`config.mk`:
```
export PLATFORM = sky130hd
export DESIGN_NAME = fir_mac_sequencer
export DESIGN_NICKNAME = d
export VERILOG_FILES = /design/src/rtl/fir_pkg.sv /design/src/rtl/fir_sat_shift.sv /design/src/rtl/fir_mac_sequencer.sv
export SDC_FILE = /design/constraint.sdc
export NUM_CORES = 1
export LEC_CHECK = 0
export ABC_AREA = 1
export BUFFER_PORTS_ARGS = -buffer_cell sky130_fd_sc_hd__clkbuf_2
export CORE_ASPECT_RATIO = 1.2
export CORE_UTILIZATION = 40
export CTS_BUF_LIST = sky130_fd_sc_hd__clkbuf_4 sky130_fd_sc_hd__clkbuf_8
export DETAILED_ROUTE_END_ITERATION = 10
export HOLD_SLACK_MARGIN = 0.06
export PLACE_DENSITY_LB_ADDON = 0.08
export SETUP_SLACK_MARGIN = 0.1
export SYNTH_ARGS = -nofsm -noshare
export SYNTH_HDL_FRONTEND = slang
export SYNTH_HIERARCHICAL = 1
export SYNTH_SLANG_ARGS = --single-unit
```
`constraint.sdc`:
```
create_clock -name clk -period 20.2 [get_ports clk]
set_clock_uncertainty 0.05 [all_clocks]
set_input_delay 1.01 -clock clk [delete_from_list [all_inputs] [get_ports clk]]
set_output_delay 1.01 -clock clk [all_outputs]
set_load 0.01 [all_outputs]
```
`src/rtl/fir_pkg.sv`:
```
// Shared types and arithmetic helpers for the time-multiplexed single-MAC FIR engine.
package fir_pkg;

  typedef enum logic [1:0] {
    S_IDLE = 2'd0,
    S_MAC  = 2'd1,
    S_OUT  = 2'd2
  } state_t;

  // Accumulator width that cannot overflow over a full MAC pass.
  function automatic int unsigned acc_w(input int unsigned width, input int unsigned taps);
    return 2 * width + $clog2(taps);
  endfunction

  // Clip a wide signed value into the signed range of a width-bit result.
  function automatic logic signed [63:0] saturate(input logic signed [63:0] v,
                                                  input int unsigned width);
    logic signed [63:0] hi;
    logic signed [63:0] lo;
    hi = (64'sd1 <<< (width - 1)) - 64'sd1;
    lo = -(64'sd1 <<< (width - 1));
    if (v > hi) return hi;
    if (v < lo) return lo;
    return v;
  endfunction

endpackage

```
`src/rtl/fir_sat_shift.sv`:
```
// Scales the accumulator back to sample format: floor shift by FRAC, then saturate.
module fir_sat_shift #(
  parameter int unsigned WIDTH = 16,
  parameter int unsigned FRAC  = WIDTH - 1,
  parameter int unsigned ACC_W = 34
) (
  input  logic signed [ACC_W-1:0] acc,
  output logic signed [WIDTH-1:0] y_c
);
  import fir_pkg::*;

  logic signed [ACC_W-1:0] shifted;
  logic signed [63:0]      clipped;

  always_comb begin
    shifted = acc >>> FRAC;
    clipped = saturate(64'(shifted), WIDTH);
    y_c     = WIDTH'(clipped);
  end

endmodule

```
`src/rtl/fir_mac_sequencer.sv`:
```
// Single-MAC FIR controller: accept one sample, run NUM_TAPS MAC cycles, hold the
// saturated result until downstream takes it.
module fir_mac_sequencer import fir_pkg::*; #(
  parameter int unsigned WIDTH    = 16,
  parameter int unsigned NUM_TAPS = 4,
  parameter int unsigned FRAC     = WIDTH - 1,
  parameter int unsigned ACC_W    = acc_w(WIDTH, NUM_TAPS),
  // One spare address bit so out-of-range tap indices reach the bank and get rejected.
  localparam int unsigned ADDR_W  = $clog2(NUM_TAPS) + 1
) (
  input  logic                     clk,
  input  logic                     arst,
  input  logic                     in_valid,
  output logic                     in_ready,
  input  logic signed [WIDTH-1:0]  Xn,
  output logic                     out_valid,
  input  logic                     out_ready,
  output logic signed [WIDTH-1:0]  Yn,
  input  logic                     coef_we,
  input  logic [ADDR_W-1:0]        coef_addr,
  input  logic signed [WIDTH-1:0]  coef_wdata,
  output logic                     coef_err,
  output logic                     busy
);

  localparam int unsigned TAP_W  = $clog2(NUM_TAPS);
  localparam int unsigned PROD_W = 2 * WIDTH;

  state_t                  state;
  logic signed [WIDTH-1:0] x_dly [NUM_TAPS];
  logic signed [WIDTH-1:0] coef  [NUM_TAPS];
  logic signed [ACC_W-1:0] acc;
  logic [TAP_W-1:0]        tap;

  logic signed [PROD_W-1:0] prod_c;
  logic signed [ACC_W-1:0]  acc_next_c;
  logic signed [WIDTH-1:0]  y_sat_c;
  logic                     coef_ok_c;

  assign prod_c     = PROD_W'(x_dly[tap]) * PROD_W'(coef[tap]);
  assign acc_next_c = acc + ACC_W'(prod_c);
  assign coef_ok_c  = coef_we && (state != S_MAC) && (coef_addr < ADDR_W'(NUM_TAPS));
  assign in_ready   = (state == S_IDLE);
  assign busy       = (state != S_IDLE);

  fir_sat_shift #(
    .WIDTH (WIDTH),
    .FRAC  (FRAC),
    .ACC_W (ACC_W)
  ) u_sat (
    .acc (acc_next_c),
    .y_c (y_sat_c)
  );

  // Sequencer, delay line and coefficient bank.
  always_ff @(posedge clk or posedge arst) begin
    if (arst) begin
      state     <= S_IDLE;
      acc       <= '0;
      tap       <= '0;
      Yn        <= '0;
      out_valid <= 1'b0;
      coef_err  <= 1'b0;
      for (int unsigned k = 0; k < NUM_TAPS; k++) begin
        x_dly[k] <= '0;
        coef[k]  <= '0;
      end
    end else begin
      coef_err <= coef_we && !coef_ok_c;
      if (coef_ok_c) coef[coef_addr[TAP_W-1:0]] <= coef_wdata;

      case (state)
        S_IDLE: begin
          if (in_valid) begin
            x_dly[0] <= Xn;
            for (int unsigned k = 1; k < NUM_TAPS; k++) x_dly[k] <= x_dly[k-1];
            acc   <= '0;
            tap   <= '0;
            state <= S_MAC;
          end
        end
        S_MAC: begin
          acc <= acc_next_c;
          tap <= tap + TAP_W'(1);
          if (tap == TAP_W'(NUM_TAPS - 1)) begin
            Yn        <= y_sat_c;
            out_valid <= 1'b1;
            state     <= S_OUT;
          end
        end
        S_OUT: begin
          if (out_ready) begin
            out_valid <= 1'b0;
            state     <= S_IDLE;
          end
        end
        default: state <= S_IDLE;
      endcase
    end
  end

endmodule

```
### Word level (Yosys, flattened, before mapping)

Cells that the tools add are included.

| operators by class | value |
|---|---|
| reduce and logical (&&, ||, !) cells | 14 |
| add/sub/neg operators | 2 |
| magnitude comparators | 6 |
| bitwise logic cells | 2 |
| mux-type cells | 27 |
| $mul | 1 |
| eq/ne operators | 7 |

Operators with widths:

| cell | count |
|---|---|
| 16-bit 2-to-1 mux | 9 |
| 34-bit case mux with 2 select lines | 1 |
| 16-bit binary-select mux with 2-bit select | 2 |
| 64-bit bitwise mux | 1 |
| 34-bit by 32-bit adder with 34-bit output | 1 |
| 34-bit 2-to-1 mux | 1 |
| 16-bit demux with 2-bit select | 1 |
| 16-bit by 16-bit multiplier with 32-bit output | 1 |
| 19-bit by 16-bit greater-than comparator with 1-bit output, second input constant | 1 |
| 19-bit by 16-bit less-than comparator with 1-bit output, second input constant | 1 |
| 2-bit 2-to-1 mux | 4 |
| 3-bit >= comparator, second input constant | 2 |
| 2-bit inequality test, second input constant | 3 |
| 2-bit NOT with 3-bit output | 2 |
| 2-bit case mux with 3 select lines | 1 |
| 2-bit AND reduction | 3 |
| 3-bit AND reduction | 2 |
| 2-bit nonzero test | 3 |
| 1-bit 2-to-1 mux | 5 |
| 2-bit == test, second input constant | 2 |
| 1-bit logical AND | 4 |
| 2-bit case mux with 2 select lines | 1 |
| 3-bit by 1-bit less-than comparator with 1-bit output, second input constant | 1 |
| 3-bit less-than comparator, second input constant | 1 |
| other kinds (6) | 6 |

| storage, ports and cells | value |
|---|---|
| input port bits | 40 |
| logic and storage cells | 73 |
| output and inout bits | 20 |
| register bits after elaboration | 184 |

### Logic depth before layout (Yosys ltp)

Gate-level depths: netlist of the first run.

| depth | value |
|---|---|
| depth after elaboration | 11 |
| depth in mapped cells | 38 |

### Cells and area by module

The synthesis of the first run kept the hierarchy.

Modules (own cells, without submodules):

| module | sequential area each (µm²) | cells each | times used | area an instance (µm²) |
|---|---|---|---|---|
| fir_mac_sequencer | 4604.4 | 2256 | 1 | 19951.6 |
| fir_sat_shift | 0.0 | 40 | 1 | 171.4 |

### Least setup slack after synthesis of the first run

No wires, ideal clock.

| timing | value |
|---|---|
| kind | register -> register |
| start | register tap[0] |
| end | register Yn[10] |
| buffers on the path | 5 |
| cell stages (with the launch flop) | 35 |
| arrival | 6.753 ns |
| setup slack | 13.272 ns |
| required time | 20.025 ns |
| library setup time | 0.125 ns |
| cell sequence | dfrtp_1 -> buf_6 -> inv_4 -> buf_8 -> buf_6 -> nand2_1 -> a32oi_2 -> buf_2 -> nand2_1 -> fa_1 -> inv_1 -> fa_1 -> inv_1 -> fa_1 -> fa_1 -> inv_1 -> fa_1 -> inv_1 -> fa_1 -> inv_1 -> ha_1 -> inv_1 -> nor3_1 -> nand2_1 -> nor3_1 -> nand2_1 -> nand2_1 -> nand2_1 -> and2_1 -> nor2_1 -> nand2_1 -> nand2_2 -> buf_6 -> nand2_1 -> mux2_2 |

| on the way | value |
|---|---|
| word-level cells in the longest chain between the ends | 11 |

RTL lines:

| element | RTL line | RTL |
|---|---|---|
| start: declaration | fir_mac_sequencer.sv:33 | `logic [TAP_W-1:0] tap;` |
| start signal: assignment | fir_mac_sequencer.sv:84 | `tap <= tap + TAP_W'(1);` |
| 2-bit NOT with 3-bit output (implied by the code) * | fir_mac_sequencer.sv:40 | `assign prod_c = PROD_W'(x_dly[tap]) * PROD_W'(coef[tap]);` |
| 16-bit binary-select mux with 2-bit select | fir_mac_sequencer.sv:40 |  |
| 16-bit 2-to-1 mux (implied by the code) (2 in series) | fir_mac_sequencer.sv:40 |  |
| 16-bit by 16-bit multiplier with 32-bit output * | fir_mac_sequencer.sv:40 |  |
| 34-bit by 32-bit adder with 34-bit output * | fir_mac_sequencer.sv:41 | `assign acc_next_c = acc + ACC_W'(prod_c);` |
| net acc_next_c[32] | fir_mac_sequencer.sv:36 | `logic signed [ACC_W-1:0] acc_next_c;` |
| 19-bit by 16-bit less-than comparator with 1-bit output | fir_pkg.sv:23 | `if (v < lo) return lo;` |
| 1-bit 2-to-1 mux (2 in series) | fir_pkg.sv:23 |  |
| 16-bit 2-to-1 mux | fir_pkg.sv:24 | `return v;` |
| 16-bit 2-to-1 mux * | fir_pkg.sv:23 |  |
| net y_sat_c[10] | fir_mac_sequencer.sv:37 | `logic signed [WIDTH-1:0] y_sat_c;` |
| end signal: assignment | fir_mac_sequencer.sv:86 | `Yn <= y_sat_c;` |
| end: declaration | fir_mac_sequencer.sv:18 | `output logic signed [WIDTH-1:0] Yn,` |

The timed path passes the listed nets; every way through them passes the cells marked *. The select of a mux whose other input is x is not followed.
A chain may end at the register's enable or synchronous reset.

### Worst setup path after layout of the first run

| timing | value |
|---|---|
| start | register tap[0] |
| end | register Yn[3] |

Same word-level chain as after synthesis.

==> results of run 1 <==
[path summary, 6_finish.rpt]
kind	slack (ps)	depth (start not counted)	startpoint	to
setup / recovery	11030	28	tap[0]	Yn[3]
hold / removal	440	2	out_valid	out_valid
setup reg to reg	11030	28	tap[0]	Yn[3]
hold reg to reg	440	2	out_valid	out_valid
max in group asynchronous	18180	3	arst	acc[8]
min in group asynchronous	500	2	arst	coef[9]
[metrics by stage]
step	hold slack (ps)	area, um2	util	setup slack, ps
final	438	21200	0.429	11030
after global routing	463	21200	0.429	10580
after CTS	447	21200	0.429	11100
after detailed placement	415	20800	0.421	11090
after global placement	411	20800	0.421	11170
after floorplan	403	20100	-	13270
[placed cells by master (no fill, tap or decap), types with 16 or more instances in the layout]
cell type	n
o21ai_0	100
a32oi_2	18
nor2_1	190
clkbuf_2	59
inv_1	477
mux2_2	46
clkbuf_8	18
inv_2	25
a21oi_1	79
fa_1	305
nand3_1	53
nor2_2	24
nand2_1	488
dfrtp_1	183
xor2_1	16
ha_1	103
a22o_1	16
[worst min-delay path: cells and delay by family (launching register included)]
kind / cells / cell delay, ps
flip-flops: 1 / 360
AND/OR/NAND/NOR: 2 / 100
[logic make-up after synthesis]
group                      Yosys count
AOI/OAI and AO/OA                  244
xor gates and xnor gates            19
adders and majority gates          408
buffers and inverters              584
DFF                                184
muxes                               46
and+or+nand+nor                    811
[cell type report]
type	instances	area, um2
clock buffer	19	255
clock inverter	13	131
antenna	1	2.50
timing repair buffer	71	385
multi-input combinational	1528	13100
fill	5102	28200
tap	637	797
sequential	184	4610
inverter	507	1920
[layer usage]
layer  routed length (um)  vias up  global-route usage
met5                    0        -                   0
met2                25800      257               0.378
met1                23600     7375               0.287
li1                     -     6936                   -
met3                 1860       93              0.0362
met4                 2230        0               0.105
[flip-flops by register name, indices dropped and copies added (netlist names)]
signal and cells:
Yn 16, acc 34, coef 64, coef_err 1, out_valid 1, state 2
tap 2, x_dly 64
==> flow_metrics.env, run 1 <==
export IMPL_synth_top_family_by_area="adder cells"
export IMPL_crit_path_end_kind="flip-flop"
export IMPL_final_nets=2757
export IMPL_post_route_period_util=0.454
export IMPL_synth_edf_count=0
export IMPL_yosysWarnings=6
export IMPL_synth_area_mux_share=0.0257
export IMPL_start_util=0.407
export IMPL_cap_violations=0
export IMPL_worst_path_buf_inv=6
export IMPL_cts_tree="done"
export IMPL_ctsHoldBuffers=0
export IMPL_postCtsSetupRepairBufs=0
export IMPL_tightest_slew_ps=1380
export IMPL_status="complete, but fails checks"
export IMPL_rows=89
export IMPL_critPathMaxStageDelay_ps=1130
export IMPL_finalSetupTns_ps=0
export IMPL_crit_fanout=82
export IMPL_cp_top_family="adder cells"
export IMPL_critPathMostFrequentCell="fa_1"
export IMPL_antenna_left=0
export IMPL_numCtsBuffers=17
export IMPL_syn_area_per_cell_um2=8.76
export IMPL_syn_num_nets=2744
export IMPL_clock_latency_ps=590
export IMPL_synth_compound_area_frac=0.0837
export IMPL_period_needed_ps=9170
export IMPL_synthTopCellsByArea="fa_1 30%, dfrtp_1 23%, nand2_1 9.1%"
export IMPL_drt_iter0_drc=665
export IMPL_clockBufferDepth=2
export IMPL_netlist_area_um2=20100
export IMPL_htree_levels=4
export IMPL_vias_per_cell=4.95
export IMPL_cpMaxStageDelayCell="a32oi_1"
export IMPL_drt_wirelength_per_cell_um=18.1
export IMPL_io_buffer_count=59
export IMPL_grt_pass1_vias=15766
export IMPL_place_gp_congestion=0.903
export IMPL_synth_top_area_frac=0.303
export IMPL_synth_top_flop_cell="dfrtp_1"
export IMPL_synth_xor_area_share=0.00864
export IMPL_core_um2=49400
export IMPL_antenna_found_initial=1
export IMPL_grt_max_degree=127
export IMPL_die_x_um=207
export IMPL_dieArea_um2=51200
export IMPL_synth_most_common_cell="nand2_1"
export IMPL_synth_fa_ha_area_frac=0.367
export IMPL_crit_type="reg -> reg"
export IMPL_synth_cells=2296
export IMPL_dp_cells=2927
export IMPL_violations="DRC"
export IMPL_crit_required_ps=20630
export IMPL_firstDrtPassIters=10
export IMPL_synth_area_leader_cell="fa_1"
export IMPL_area_delta_synth_final_pct=5.47
export IMPL_grt_pass1_wl_um=87100
export IMPL_io_pins=60
export IMPL_grt_util_all_layers=0.227
export IMPL_ys_async_sr_fraction=1.00
export IMPL_synth_distinct_cells=44
export IMPL_cts_clk_slew_worst_paths_ps=110
export IMPL_ys_seq_area_frac=0.229
export IMPL_gr_total_overflow=0
export IMPL_drc_errors=2
export IMPL_critPathLaunchType="flip-flop"
export IMPL_synth_ff_latch_count=184
export IMPL_synthTopCellsByCount="489 x nand2_1, 478 x inv_1, 305 x fa_1"
export IMPL_wl_um=53500
export IMPL_cp_data_arrival_time_ps=9600
export IMPL_drive_above_1_share=0.110
export IMPL_maxSlewViolCount=0
export IMPL_synthSimpleGateAreaFrac=0.166
export IMPL_clkSinkCount=184
export IMPL_finalSetupViolCount=0
export IMPL_cts_resized=0
export IMPL_fin_cells=2960
export IMPL_vias=14661
export IMPL_fp_dieH_um=248
export IMPL_hold_viol=0
export IMPL_slew_limit_headroom=0.0815
export IMPL_cts_root_buf="clkbuf_8"
export IMPL_max_freq_ghz=0.109
export IMPL_rsz0062_at_grt="false"
export IMPL_dp_hpwl_um=43000
export IMPL_worstHoldPathType="reg -> reg"
Power of run 1 is left out: the tool's default activity adds up to more than one toggle a clock period on the data nets, which glitch-free logic cannot reach.
==> run 2: changes to the inputs <==
==> constraint.sdc (replaced) <==
create_clock -name clk -period 8 [get_ports clk]
set_clock_uncertainty 0.05 [all_clocks]
set_input_delay 0.4 -clock clk [delete_from_list [all_inputs] [get_ports clk]]
set_output_delay 0.4 -clock clk [all_outputs]
set_load 0.01 [all_outputs]
==> run 2 against run 1 <==
Die area stayed put. Critical endpoint is now Yn[9]. Non-clock buffer count grew 82. Utilization increased by 1.7 points. The flow still finishes with violations (DRC). Largest cell class unchanged.
==> flow_metrics.env, run 2 (synthesis results as in run 1) <==
export IMPL_grt_util_all_layers=0.230
export IMPL_tightest_slew_ps=1050
export IMPL_min_path_cells=3
export IMPL_period_needed_ps=7470
export IMPL_min_to="coef[16]"
export IMPL_max_freq_ghz=0.134
export IMPL_drt_iter0_drc=671
export IMPL_reg_top3="coef (64), x_dly (64), acc (34)"
export IMPL_clock_latency_ps=590
export IMPL_cp_top_family="adder cells"
export IMPL_grt_pass1_vias=16084
export IMPL_gr_total_overflow=0
export IMPL_final_common_cell="nand2_1"
export IMPL_rsz0062_at_grt="false"
export IMPL_fin_ws_ps=531
export IMPL_whs_ps=107
export IMPL_numCtsBuffers=17
export IMPL_area_delta_synth_final_pct=9.56
export IMPL_cpMaxStageDelayCell="fa_1"
export IMPL_critPathLaunchType="flip-flop"
export IMPL_critPathMaxStageDelay_ps=590
export IMPL_cts_clk_slew_worst_paths_ps=120
export IMPL_cap_violations=0
export IMPL_dp_slack_ps=172
export IMPL_vias=14843
export IMPL_dp_hpwl_um=44200
export IMPL_antenna_left=0
export IMPL_io_buffer_count=59
export IMPL_nFillCells=5003
export IMPL_vias_per_cell=4.88
export IMPL_die_x_um=207
export IMPL_cts_tree="done"
export IMPL_drt_wirelength_per_cell_um=17.9
export IMPL_hold_start="coef_wdata[0]"
export IMPL_drc_errors=4
export IMPL_finalSetupTns_ps=0
export IMPL_wl_met3_um=1330
export IMPL_final_util=0.446
export IMPL_antenna_found_initial=0
export IMPL_worstHoldPathType="in -> reg"
export IMPL_dieArea_um2=51200
export IMPL_clkSinkCount=184
export IMPL_place_gp_congestion=0.951
export IMPL_final_nets=2839
export IMPL_maxSlewViolCount=0
export IMPL_violations="DRC"
export IMPL_slew_limit_headroom=0.301
export IMPL_firstDrtPassIters=8
export IMPL_htree_levels=4
export IMPL_grt_pass1_wl_um=88900
export IMPL_routed_top_layer="met4"
export IMPL_drive_above_1_share=0.127
export IMPL_crit_fanout=29
export IMPL_finalSetupViolCount=0
export IMPL_status="complete, but fails checks"
export IMPL_wl_um=54300
export IMPL_rr_worst_depth=28
export IMPL_critPathMostFrequentCell="fa_1"
export IMPL_final_cell_mix="488 x nand2_1, 477 x inv_1, 305 x fa_1"
export IMPL_crit_path_end_kind="flip-flop"
export IMPL_crit_required_ps=8420
export IMPL_clockBufferDepth=2
export IMPL_rrSetupSlack_ps=530
export IMPL_met2_length_um=27400
export IMPL_io_pins=60
export IMPL_hold_viol=0
export IMPL_crit_type="reg -> reg"
export IMPL_core_um2=49400
export IMPL_fp_dieH_um=248
export IMPL_cts_root_buf="clkbuf_8"
export IMPL_reg2reg_from="tap[1]"
export IMPL_wl_met1_um=24200
export IMPL_reg2reg_to="Yn[9]"
export IMPL_antenna_cells=0
export IMPL_cp_data_arrival_time_ps=7890
export IMPL_rows=89
export IMPL_grt_max_degree=98
export IMPL_post_route_period_util=0.934
export IMPL_start_util=0.407
export IMPL_worst_path_buf_inv=6
## run 2: cell count changes in the layout (fill, tap and decap cells not counted), moves of 2 or more
cell,before,now
buf_4,12,51
dlygate4sd3_1,0,35
a21oi_2,3,5
a21oi_1,79,77
inv_6,1,6
clkinv_4,3,1
buf_6,0,3
buf_12,0,5
## run 2: cell type report
class                      count  area, um2  area share
multi-input combinational   1528      13200       0.597
sequential                   184       4610       0.209
inverter                     507       1930      0.0876
timing repair buffer         153       1160      0.0527
tap                          637        797      0.0362
clock buffer                  18        248      0.0112
clock inverter                13        151     0.00687
## run 2: tightest hold or removal path, cell delays in order
cell and delay, ps:
clkbuf_2 80, inv_1 120, o21ai_0 100
## run 2: metrics by stage
stage                     instances  instance area [um2]
after global routing           3040                22000
after CTS                      3033                21900
final                          3040                22000
after floorplan                2296                20100
after detailed placement       2967                21200
after global placement         2967                21200
## run 2: worst max path at each step
stage          depth (start not counted)  slack (ps)     end   start
2_1_floorplan                         34        1070  Yn[10]  tap[0]
3_3_place_gp                          30         210   Yn[1]  tap[0]
3_5_place_dp                          32         170   Yn[9]  tap[0]
4_1_cts                               32         130   Yn[9]  tap[0]
5_1_grt                               30         100   Yn[9]  tap[1]
6_report                              28         530   Yn[9]  tap[1]
## run 2: what timing repair did
item,in CTS,in global routing
setup endpoints to repair,0,15
buffers inserted,0,7
hold endpoints to repair,153,0
gates resized for setup,0,12
hold buffers,35,0
## run 2: routing by layer
layer / vias to the layer above / GRT usage
li1: 7107 / -
met1: 7441 / 0.293
met2: 228 / 0.400
met3: 67 / 0.0291
met4: 0 / 0.0777
met5: - / 0
Power of run 2 is left out for the same reason.
